`src/rtl/sdram_client_responder.sv`:
```
// rtl/sdram_client_responder.sv - client burst responder with priority hand-off of the SDRAM controller port
module sdram_client_responder #(
    parameter int         ADDR_WIDTH = 22,
    parameter int         DATA_WIDTH = 32,
    parameter logic [1:0] CMD_IDLE   = 2'd0,
    parameter logic [1:0] CMD_READ   = 2'd1,
    parameter logic [1:0] CMD_WRITE  = 2'd2
) (
    input  logic                  i_Clk,
    input  logic                  i_Reset,
    input  logic [1:0]            i_Command,
    input  logic [ADDR_WIDTH-1:0] i_Data_Address,
    input  logic [DATA_WIDTH-1:0] i_Data_Write,
    output logic [DATA_WIDTH-1:0] o_Data_Read,
    output logic                  o_Data_Read_Valid,
    output logic                  o_Data_Write_Done,
    output logic                  o_SDRAM_Requested,
    input  logic                  i_SDRAM_Yield,
    input  logic                  i_Prio_Req,
    output logic                  o_Prio_Grant,
    input  logic                  i_Prio_Ctl_Req,
    input  logic                  i_Prio_Write,
    input  logic [ADDR_WIDTH-1:0] i_Prio_Addr,
    input  logic [DATA_WIDTH-1:0] i_Prio_WData,
    output logic                  o_Prio_Ack,
    output logic                  o_Prio_RValid,
    output logic                  o_Ctl_Req,
    output logic                  o_Ctl_Write,
    output logic [ADDR_WIDTH-1:0] o_Ctl_Addr,
    output logic [DATA_WIDTH-1:0] o_Ctl_WData,
    input  logic                  i_Ctl_Ack,
    input  logic                  i_Ctl_RValid,
    input  logic [DATA_WIDTH-1:0] i_Ctl_RData
);

    typedef enum logic [2:0] {
        S_IDLE,
        S_ISSUE,
        S_WAIT_ACK,
        S_WAIT_DATA,
        S_STROBE,
        S_PRIO
    } state_t;

    state_t                  state, state_d;
    logic                    ctl_req_q, ctl_write_q;
    logic [ADDR_WIDTH-1:0]   ctl_addr_q;
    logic [DATA_WIDTH-1:0]   ctl_wdata_q;
    logic                    grant_d, read_done, write_done;
    logic                    ack_hit, cmd_valid;

    // the reserved encoding 2'd3 is treated like idle
    assign cmd_valid = (i_Command != CMD_IDLE) &&
                       ((i_Command == CMD_READ) || (i_Command == CMD_WRITE));
    assign ack_hit   = ctl_req_q && i_Ctl_Ack;

    always_ff @(posedge i_Clk or posedge i_Reset) begin
        if (i_Reset) state <= S_IDLE;
        else         state <= state_d;
    end

    always_comb begin
        state_d    = state;
        grant_d    = o_Prio_Grant;
        read_done  = 1'b0;
        write_done = 1'b0;
        case (state)
            S_IDLE: begin
                if (i_Prio_Req && i_SDRAM_Yield) begin
                    state_d = S_PRIO;
                    grant_d = 1'b1;
                end else if (cmd_valid) begin
                    state_d = S_ISSUE;
                end
            end
            S_ISSUE:    state_d = S_WAIT_ACK;
            S_WAIT_ACK: begin
                if (ack_hit) begin
                    if (ctl_write_q) begin
                        write_done = 1'b1;
                        state_d    = S_STROBE;
                    end else if (i_Ctl_RValid) begin
                        read_done = 1'b1;
                        state_d   = S_STROBE;
                    end else begin
                        state_d = S_WAIT_DATA;
                    end
                end
            end
            S_WAIT_DATA: begin
                if (i_Ctl_RValid) begin
                    read_done = 1'b1;
                    state_d   = S_STROBE;
                end
            end
            S_STROBE:   state_d = S_IDLE;
            S_PRIO: begin
                if (!i_Prio_Req) begin
                    grant_d = 1'b0;
                    state_d = S_IDLE;
                end
            end
            default:    state_d = S_IDLE;
        endcase
    end

    always_ff @(posedge i_Clk or posedge i_Reset) begin
        if (i_Reset) begin
            o_Data_Read       <= '0;
            o_Data_Read_Valid <= 1'b0;
            o_Data_Write_Done <= 1'b0;
            o_SDRAM_Requested <= 1'b0;
            o_Prio_Grant      <= 1'b0;
            ctl_req_q         <= 1'b0;
            ctl_write_q       <= 1'b0;
            ctl_addr_q        <= '0;
            ctl_wdata_q       <= '0;
        end else begin
            o_Prio_Grant      <= grant_d;
            // computed from the next grant so the request never overlaps the grant
            o_SDRAM_Requested <= i_Prio_Req && !grant_d;
            o_Data_Read_Valid <= read_done;
            o_Data_Write_Done <= write_done;
            if (read_done) o_Data_Read <= i_Ctl_RData;
            if (state == S_ISSUE) begin
                ctl_addr_q  <= i_Data_Address;
                ctl_wdata_q <= i_Data_Write;
                ctl_write_q <= (i_Command == CMD_WRITE);
                ctl_req_q   <= 1'b1;
            end else if (ack_hit) begin
                ctl_req_q <= 1'b0;
            end
        end
    end

    // while granted, the priority requester drives the controller port directly
    assign o_Ctl_Req     = o_Prio_Grant ? i_Prio_Ctl_Req : ctl_req_q;
    assign o_Ctl_Write   = o_Prio_Grant ? i_Prio_Write   : ctl_write_q;
    assign o_Ctl_Addr    = o_Prio_Grant ? i_Prio_Addr    : ctl_addr_q;
    assign o_Ctl_WData   = o_Prio_Grant ? i_Prio_WData   : ctl_wdata_q;
    assign o_Prio_Ack    = o_Prio_Grant && i_Ctl_Ack;
    assign o_Prio_RValid = o_Prio_Grant && i_Ctl_RValid;

endmodule

```
`config.mk`:
```
export PLATFORM = sky130hd
export DESIGN_NAME = sdram_client_responder
export DESIGN_NICKNAME = d
export VERILOG_FILES = /design/src/rtl/sdram_client_responder.sv
export SDC_FILE = /design/constraint.sdc
export NUM_CORES = 1
export LEC_CHECK = 0
export ABC_CLOCK_PERIOD_IN_PS = 5850
export BUFFER_PORTS_ARGS = -buffer_cell sky130_fd_sc_hd__buf_2
export CELL_PAD_IN_SITES_DETAIL_PLACEMENT = 1
export CELL_PAD_IN_SITES_GLOBAL_PLACEMENT = 1
export CORE_ASPECT_RATIO = 1.25
export CORE_MARGIN = 8
export CORE_UTILIZATION = 37
export DETAILED_ROUTE_END_ITERATION = 10
export PLACE_DENSITY_LB_ADDON = 0.1
export SYNTH_ARGS = -nofsm -noshare
export SYNTH_HDL_FRONTEND = slang
export SYNTH_SLANG_ARGS = --single-unit
```
`constraint.sdc`:
```
create_clock -name i_Clk -period 5.85 [get_ports i_Clk]
set_clock_uncertainty 0.15 [all_clocks]
set_input_delay 0.585 -clock i_Clk [delete_from_list [all_inputs] [get_ports i_Clk]]
set_output_delay 0.585 -clock i_Clk [all_outputs]
set_load 0.05 [all_outputs]
```
==> summary.md, run 1 <==
| Metric | Value |
|---|---|
| Status | completed |
| CTS resizes | 0 |
| Hold buffers post-CTS | 0 |
| Post-CTS Setup Bufs | 0 |
| Core region area | 12000 um^2 |
| Filler Cells Inserted | 1341 |
| P per Cell Area | 231 nW/um^2 |
| Clock period minus worst slack | 2960 ps |
| Hpwl dp | 10100 um |
| Vias in the first global route | 3773 |
| Initial Util | 0.374 |
| CP peak stage delay | 740 ps |
| Pin count of the biggest net entering global routing | 57 |
| Avg WL per Cell | 18.2 um |
| CP top delay family | flip-flops |
| Clock Sinks | 95 |
| Nets@finish | 688 |
| Setup violators final | 0 |
| Synth top area cells | dfrtp_1 53%, mux2_2 29%, mux2_4 9.7% |
| Pre-CTS WS | 3230 ps |
| EDFF count, synth | 0 |
| Post-Synth Simple-Gate Area | 0.0280 |
| RSZ-0062 raised after global routing | no |
| Worst-path clk slew | 60 ps |
| Synthesized netlist net count | 449 |
| Initial antenna violation count | 1 |
| Max VDD drop | 0.144 mV |
| Setup TNS Final | 0 ps |
| GRT Total Usage | 0.160 |
| I/O Buffers | 243 |
| Synth cell count leaders | 115 x mux2_2, 95 x dfrtp_1, 29 x mux2_4 |
| ANT nets after route | 0 |
| Xor and xnor area share after synthesis | 0 |
| Startpoint Class | flip-flop |
| Worst Hold Class | in -> async |
| H-tree depth | 3 |
| Cell variety after synth | 28 |
| Clock Latency Late Sink | 330 ps |
| Compound-Gate Fraction of Synth Area | 0.0205 |
| Post-synth top area share | 0.527 |
| Worst EP required | 5120 ps |
| Max-cap violations | 0 |
| Placer Congestion | 0.793 |
| I/O pins | 244 |
| WP data arrival | 2220 ps |
| Largest fanout on the critical path | 37 |
| Slew at the pin closest to its max-slew limit | 748 ps |
| Grt total ovfl | 0 |
| Largest family of logic cells by synthesized area | multiplexers |
| # diodes | 0 |
| Register area | 2380 um^2 |
| Global-route wire length before repair | 20000 um |
| Setup crit end kind | primary output |
| WP buf/inv | 2 |
| Yosys reg bits | 95 |
| Most used DFF post-synth | dfrtp_1 |
| Mapped Cells | 298 |
| Critical-path cell list | buf_4 -> mux2_2 -> buf_2 |
| Register area share after synthesis | 0.527 |
| Die height | 139 um |
| Die area | 16000 um^2 |
| Multi-input gate area | 1970 um^2 |
| Layout cell share with drive strength beyond 1 | 0.758 |
| Final hold violations | 0 |
| Post-Syn Area | 4510 um^2 |
| Average size of a mapped cell | 15.1 um^2 |
| Drt drc | 0 |
| CTS tree | yes |
| Max-slew headroom | 0.501 |
| Area Growth Syn to Fin | 37.1% |
| Most common cell in the netlist | mux2_2 |
| Synthesis Warnings | 0 |
| Yosys top cell by area | dfrtp_1 |
| Routed wire length | 12900 um |
| Crit-path slowest cell | dfrtp_2 |
| Adder-Cell Fraction of Synth Area | 0.00277 |
| Via density | 4.60 |
| Leak | 3.64 nW |
| Drt first pass iters | 4 |
| Root Driver | clkbuf_16 |
| Peak Freq | 0.338 GHz |
| Final WS setup | 2890 ps |
| Mux cell area share after synthesis | 0.384 |
| Slew Limit Fails | 0 |
| Via total after detailed routing | 3251 |
| Fin crit share | 0.505 |
| Bufs on Longest Clock Path | 2 |
| Die width | 115 um |
| FFs w/ async S/R, synth | 1.00 |
| Initial DRC count | 73 |
| Cts bufs inserted | 9 |
| Crit Path Class | reg -> out |
| Rows | 45 |
-- where the power goes --
part	switching [W]	internal (W)	leakage (nW)
Sequential	0.0000000566	0.000657	1.32
Combinational	0.0000306	0.0000376	2.15
Clock	0.000244	0.000460	0.173
Total	0.000275	0.00116	3.64
-- kinds of logic after synthesis --
family          Yosys count
compound gates           12
mux                     144
simple gates             21
buf+inv                  25
flops                    95
fa+ha+maj                 1
-- path summary, 6_finish.rpt --
kind,start,endpoint,slack [ps],depth (start not counted)
min reg2reg,o_Data_Read[29],o_Data_Read[29],350,1
max,o_Prio_Grant,o_Ctl_WData[21],2890,3
min in group i_Clk,i_Data_Address[0],ctl_addr_q[0],330,2
max reg2reg,state[0],ctl_wdata_q[18],3720,3
min,i_Reset,ctl_addr_q[3],160,2
max in group asynchronous,i_Reset,o_Prio_Grant,4290,3
-- registers in the layout, summed over array words and instances (netlist names) --
signal and cells:
o_Data_Read 32, ctl_wdata_q 32, o_Prio_Grant 1, ctl_req_q 1, o_Data_Write_Done 1, state 3, ctl_write_q 1, ctl_addr_q 22
o_Data_Read_Valid 1, o_SDRAM_Requested 1
-- cell usage in the layout (no fill, tap or decap), drive strengths merged --
cell type,instances
and4,1
nand2,4
a32oi,1
ha,1
a21o,1
and2,2
nor2,3
a31oi,2
nor3,2
buf,247
a21boi,1
nor2b,1
o2111ai,1
o21ai,5
bufinv,4
clkbuf,10
mux2,144
dfrtp,95
a21oi,1
nand3,2
clkinvlp,1
inv,6
nor3b,4
clkinv,1
and3b,1
nand2b,1
-- per-stage QoR --
stage	instances	cell area [um^2]	total power (W)	util	hold slack, ps
finish	706	6180	0.00143	0.513	156
global route	706	6180	0.00148	0.513	194
detailed placement	690	5820	0.000740	0.483	339
floorplan	298	4510	0.000684	-	327
CTS	706	6180	0.00145	0.513	167
global placement	690	5820	0.000737	0.483	334
-- worst register-to-register path: stages (launching register included) --
cell	delay [ps]
dfrtp_1	560
nor3b_4	240
buf_4	610
mux2_2	460
-- layout make-up --
cell class                 instances  area share
clock buffer                      10      0.0370
clock inverter                     6      0.0214
inverter                           6     0.00405
multi-input combinational        178       0.318
sequential                        95       0.385
tap                              164      0.0332
timing repair buffer             247       0.201
-- metal layers --
| layer | up-vias | track usage | part of all wire |
|---|---|---|---|
| met3 | 12 | 0.0589 | 0.090 |
| li1 | 1535 | - | - |
| met5 | - | 0 | 0.00062 |
| met2 | 138 | 0.280 | 0.52 |
| met1 | 1564 | 0.174 | 0.38 |
| met4 | 2 | 0.0499 | 0.010 |
Power figures use the tool's default switching activity.
==> run 2: changes to the inputs <==
- ABC_CLOCK_PERIOD_IN_PS: 5850 -> 2550
- CORE_UTILIZATION: 37 -> 31
- clock period: 5.85 -> 2.55 ns (I/O delays scaled with it)
==> summary.md, run 2 (synthesis results as in run 1) <==
| Metric | Value |
|---|---|
| Clock period minus worst slack | 2140 ps |
| Vias in the first global route | 4317 |
| Final hold violations | 0 |
| Setup crit end kind | primary output |
| Slew at the pin closest to its max-slew limit | 481 ps |
| Status | completed |
| Core region area | 14300 um^2 |
| RSZ-0062 raised after global routing | no |
| Post-CTS Setup Bufs | 0 |
| P per Cell Area | 451 nW/um^2 |
| Setup violators final | 0 |
| Final Non-Filler Cells | 810 |
| Reg-to-reg setup timing slack | 610 ps |
| ANT nets after route | 0 |
| H-tree depth | 3 |
| Setup TNS Final | 0 ps |
| I/O Buffers | 243 |
| Final Util | 0.496 |
| Initial Util | 0.316 |
| Max-slew headroom | 0.679 |
| WP data arrival | 1740 ps |
| Global-route wire length before repair | 22500 um |
| Worst-path clk slew | 70 ps |
| Max VDD drop | 0.244 mV |
| Via density | 4.53 |
| Die area | 18700 um^2 |
| Bufs on Longest Clock Path | 2 |
| I/O pins | 244 |
| Most frequent cells in the layout | 243 x buf_2, 115 x mux2_2, 94 x dfrtp_1 |
| Leak | 4.00 nW |
| Initial antenna violation count | 1 |
| # diodes | 0 |
| Placer Congestion | 0.751 |
| Initial DRC count | 81 |
| Largest registers | ctl_wdata_q (32), o_Data_Read (32), ctl_addr_q (22) |
| Clock Sinks | 95 |
| Startpoint Class | flip-flop |
| Avg WL per Cell | 18.0 um |
| Via total after detailed routing | 3667 |
| Drt drc | 0 |
| Cells after DPL | 707 |
| Rows | 49 |
| Clock Latency Late Sink | 340 ps |
| Hpwl dp | 10500 um |
| Slew Limit Fails | 0 |
| Root Driver | clkbuf_16 |
| Die width | 124 um |
| Die height | 151 um |
| Grt total ovfl | 0 |
| CTS tree | yes |
| Peak Freq | 0.466 GHz |
| Most common cell after layout, fill and taps aside | buf_2 |
| Worst Hold Class | in -> reg |
| Area Growth Syn to Fin | 56.9% |
| Pin count of the biggest net entering global routing | 51 |
| Drt first pass iters | 3 |
| Design area | 7080 um^2 |
| Largest fanout on the critical path | 38 |
| Routed wire length | 14500 um |
| Area of placed instances | 5890 um^2 |
| Layout cell share with drive strength beyond 1 | 0.657 |
| Nets@finish | 778 |
| Fin crit share | 0.841 |
| GRT Total Usage | 0.154 |
| Max-cap violations | 0 |
| Crit Path Class | reg -> out |
| Cts bufs inserted | 9 |
| Worst EP required | 2140 ps |
==> run 2: cell count changes in the layout (fill, tap and decap cells not counted), moves of 2 or more <==
cell | before | now
bufinv_16 | 4 | 1
buf_12 | 0 | 2
clkinvlp_4 | 1 | 4
dlygate4sd3_1 | 0 | 87
clkbuf_8 | 0 | 3
==> run 2: per-layer routing <==
metal	GRT usage	vias to the layer above	part of all wire
li1	-	1724	-
met1	0.161	1795	0.36
met2	0.280	131	0.53
met3	0.0530	15	0.093
met4	0.0513	2	0.015
met5	0	-	0.00089
==> run 2: what timing repair did <==
| action | CTS | global route |
|---|---|---|
| endpoints found under the hold margin | 97 | 0 |
| hold buffers | 87 | 0 |
| resized for setup | 0 | 0 |
==> run 2: cell type report <==
cell class	instances	area, um^2
Fill cell	1541	7210
Sequential cell	95	2380
Timing Repair Buffer	337	2160
Multi-Input combinational cell	178	1970
Clock buffer	12	267
Tap cell	178	223
Clock inverter	4	52.6
Inverter	6	26.3
==> run 2: path summary, 6_finish.rpt <==
path,start,endpoint,cells past startpoint
worst min-delay path,i_Prio_Req,o_SDRAM_Requested,3
max in group asynchronous,i_Reset,ctl_addr_q[2],4
worst max register to register,state[0],ctl_wdata_q[21],3
min in group asynchronous,i_Reset,o_Data_Read[15],3
worst min register to register,ctl_wdata_q[20],ctl_wdata_q[20],1
worst max-delay path,o_Prio_Grant,o_Ctl_WData[7],3
==> run 2: report_power, final <==
group	switching, W	total [W]	internal, W	leakage [nW]
registers	0.000000158	0.00151	0.00151	1.32
logic	0.0000947	0.000271	0.000177	2.53
clock network	0.000571	0.00141	0.000840	0.147
==> run 2: metrics by stage <==
step | setup WS [ps] | power [W] | hold WS (ps)
after floorplan | 634 | 0.00157 | 211
after global placement | 675 | 0.00169 | 82.4
after detailed placement | 606 | 0.00170 | 91.9
after CTS | 383 | 0.00325 | 11.7
after global routing | 333 | 0.00332 | 49.0
final | 405 | 0.00319 | 37.8
==> run 2: worst max-delay path: stages (launching register included) <==
cell,delay (ps)
dfrtp_2,350
buf_4,390
mux2_2,400
buf_2,220
==> run 3: changes to the inputs <==
- ABC_CLOCK_PERIOD_IN_PS: 2550 -> 1750
- clock period: 2.55 -> 1.75 ns (I/O delays scaled with it)
==> summary.md, run 3 (synthesis results as in run 1) <==
| Metric | Value |
|---|---|
| Vias in the first global route | 4420 |
| Initial DRC count | 58 |
| Startpoint Class | flip-flop |
| Slew Limit Fails | 0 |
| Max VDD drop | 0.423 mV |
| Routed wl met2 | 8940 um |
| Pin count of the biggest net entering global routing | 52 |
| Area Growth Syn to Fin | 75.8% |
| Max-slew headroom | 0.785 |
| Crit-path slowest cell | dfrtp_2 |
| Final WS setup | -150 ps |
| Cts bufs inserted | 9 |
| Worst EP required | 1420 ps |
| Core region area | 14300 um^2 |
| Layout cell share with drive strength beyond 1 | 0.669 |
| Peak Freq | 0.526 GHz |
| DR top layer | met5 |
| Clock Latency Late Sink | 350 ps |
| Via total after detailed routing | 3817 |
| CTS tree | yes |
| Setup crit end kind | primary output |
| CP peak stage delay | 400 ps |
| I/O pins | 244 |
| Worst-path clk slew | 60 ps |
| Most common cell after layout, fill and taps aside | buf_2 |
| M1 WL | 5900 um |
| Setup violators final | 57 |
| Area of placed instances | 6000 um^2 |
| Initial antenna violation count | 2 |
| Global-route wire length before repair | 24200 um |
| Final hold violations | 0 |
| Design area | 7930 um^2 |
| Status | finished with violations |
| I/O Buffers | 243 |
| Largest registers | ctl_wdata_q (32), o_Data_Read (32), ctl_addr_q (22) |
| Fin crit share | 1.09 |
| Drt drc | 0 |
| Hpwl dp | 10300 um |
| Via density | 4.59 |
| Die width | 124 um |
| WL met3 | 1230 um |
| Slew at the pin closest to its max-slew limit | 323 ps |
| Die area | 18700 um^2 |
| Nets@finish | 800 |
| RSZ-0062 raised after global routing | yes |
| Clock period minus worst slack | 1900 ps |
| Initial Util | 0.316 |
| Largest fanout on the critical path | 10 |
| Grt total ovfl | 0 |
| Drt first pass iters | 4 |
| Setup TNS Final | -6550 ps |
| Rows | 49 |
| WP data arrival | 1580 ps |
| Critical-path cell list | buf_12 -> buf_16 -> mux2_2 -> buf_6 |
| Most frequent cells in the layout | 184 x buf_2, 104 x mux2_2, 93 x dfrtp_1 |
| GRT Total Usage | 0.170 |
| Routed wire length | 16400 um |
| Failing checks | setup timing |
| Root Driver | clkbuf_16 |
| Avg WL per Cell | 19.7 um |
| Max-cap violations | 0 |
| Die height | 151 um |
| Worst Hold Class | in -> reg |
| Leak | 4.25 nW |
| Placer Congestion | 0.725 |
| P per Cell Area | 594 nW/um^2 |
| Bufs on Longest Clock Path | 2 |
| ANT nets after route | 0 |
| Crit Path Class | reg -> out |
| Clock Sinks | 95 |
| H-tree depth | 3 |
-- run 3: changes by cell type in the layout (fill, tap and decap cells not counted), sizes merged --
cell and change:
buf +16, clkbuf +4, clkinvlp -2, dlygate4sd3 +2, bufinv +1, diode +1
-- run 3: cell type report --
cell class	count	area (um^2)
fill	1413	6360
timing repair buffer	359	2960
sequential	95	2380
multi-input combinational	178	2020
clock buffer	12	246
tap	178	223
clock inverter	3	67.6
inverter	6	26.3
antenna	1	2.50
-- run 3: what timing repair did --
item,in CTS,in global routing
gates resized for setup,124,24
pin swaps,0,2
hold buffers,89,0
buffers inserted,3,4
setup endpoints to repair,58,99
hold endpoints to repair,184,0
cloned,3,5
-- run 3: worst paths after layout --
path / start / end / slack, ps / cells after the start
worst max-delay path: o_Prio_Grant / o_Ctl_Addr[19] / -150 / 4
worst min-delay path: i_SDRAM_Yield / state[2] / 30 / 3
worst max register to register: state[2] / ctl_wdata_q[0] / 80 / 3
worst min register to register: ctl_wdata_q[31] / ctl_wdata_q[31] / 350 / 1
max in group asynchronous: i_Reset / state[0] / 670 / 4
min in group asynchronous: i_Reset / o_Data_Read[15] / 220 / 3
-- run 3: metrics by stage --
stage	utilization	std cells	setup slack [ps]	hold slack [ps]	power, W
5_1_grt	0.555	832	-190	45.7	0.00492
4_1_cts	0.540	823	-179	18.9	0.00478
3_5_place_dp	0.420	713	0.389	9.33	0.00248
6_report	0.555	832	-150	30.2	0.00471
3_3_place_gp	0.420	713	31.7	2.00	0.00247
2_1_floorplan	-	298	36.6	131	0.00229
-- run 3: metal layers --
layer,vias to the layer above,global-route usage
li1,1769,-
met1,1888,0.180
met2,134,0.304
met3,24,0.0545
met4,2,0.0644
met5,-,0
-- run 3: critical path, delay by kind of cell, from the launching register on --
family,cells,cell delay (ps)
flops,1,400
buf+inv,3,470
mux,1,360
-- run 3: power breakdown --
| group | switching [W] | internal, W | leakage (nW) | total, W |
|---|---|---|---|---|
| Clock | 0.000824 | 0.00128 | 0.149 | 0.00211 |
| Sequential | 0.000000217 | 0.00220 | 1.32 | 0.00220 |
| Combinational | 0.000141 | 0.000264 | 2.78 | 0.000404 |
| Total | 0.000965 | 0.00374 | 4.25 | 0.00471 |
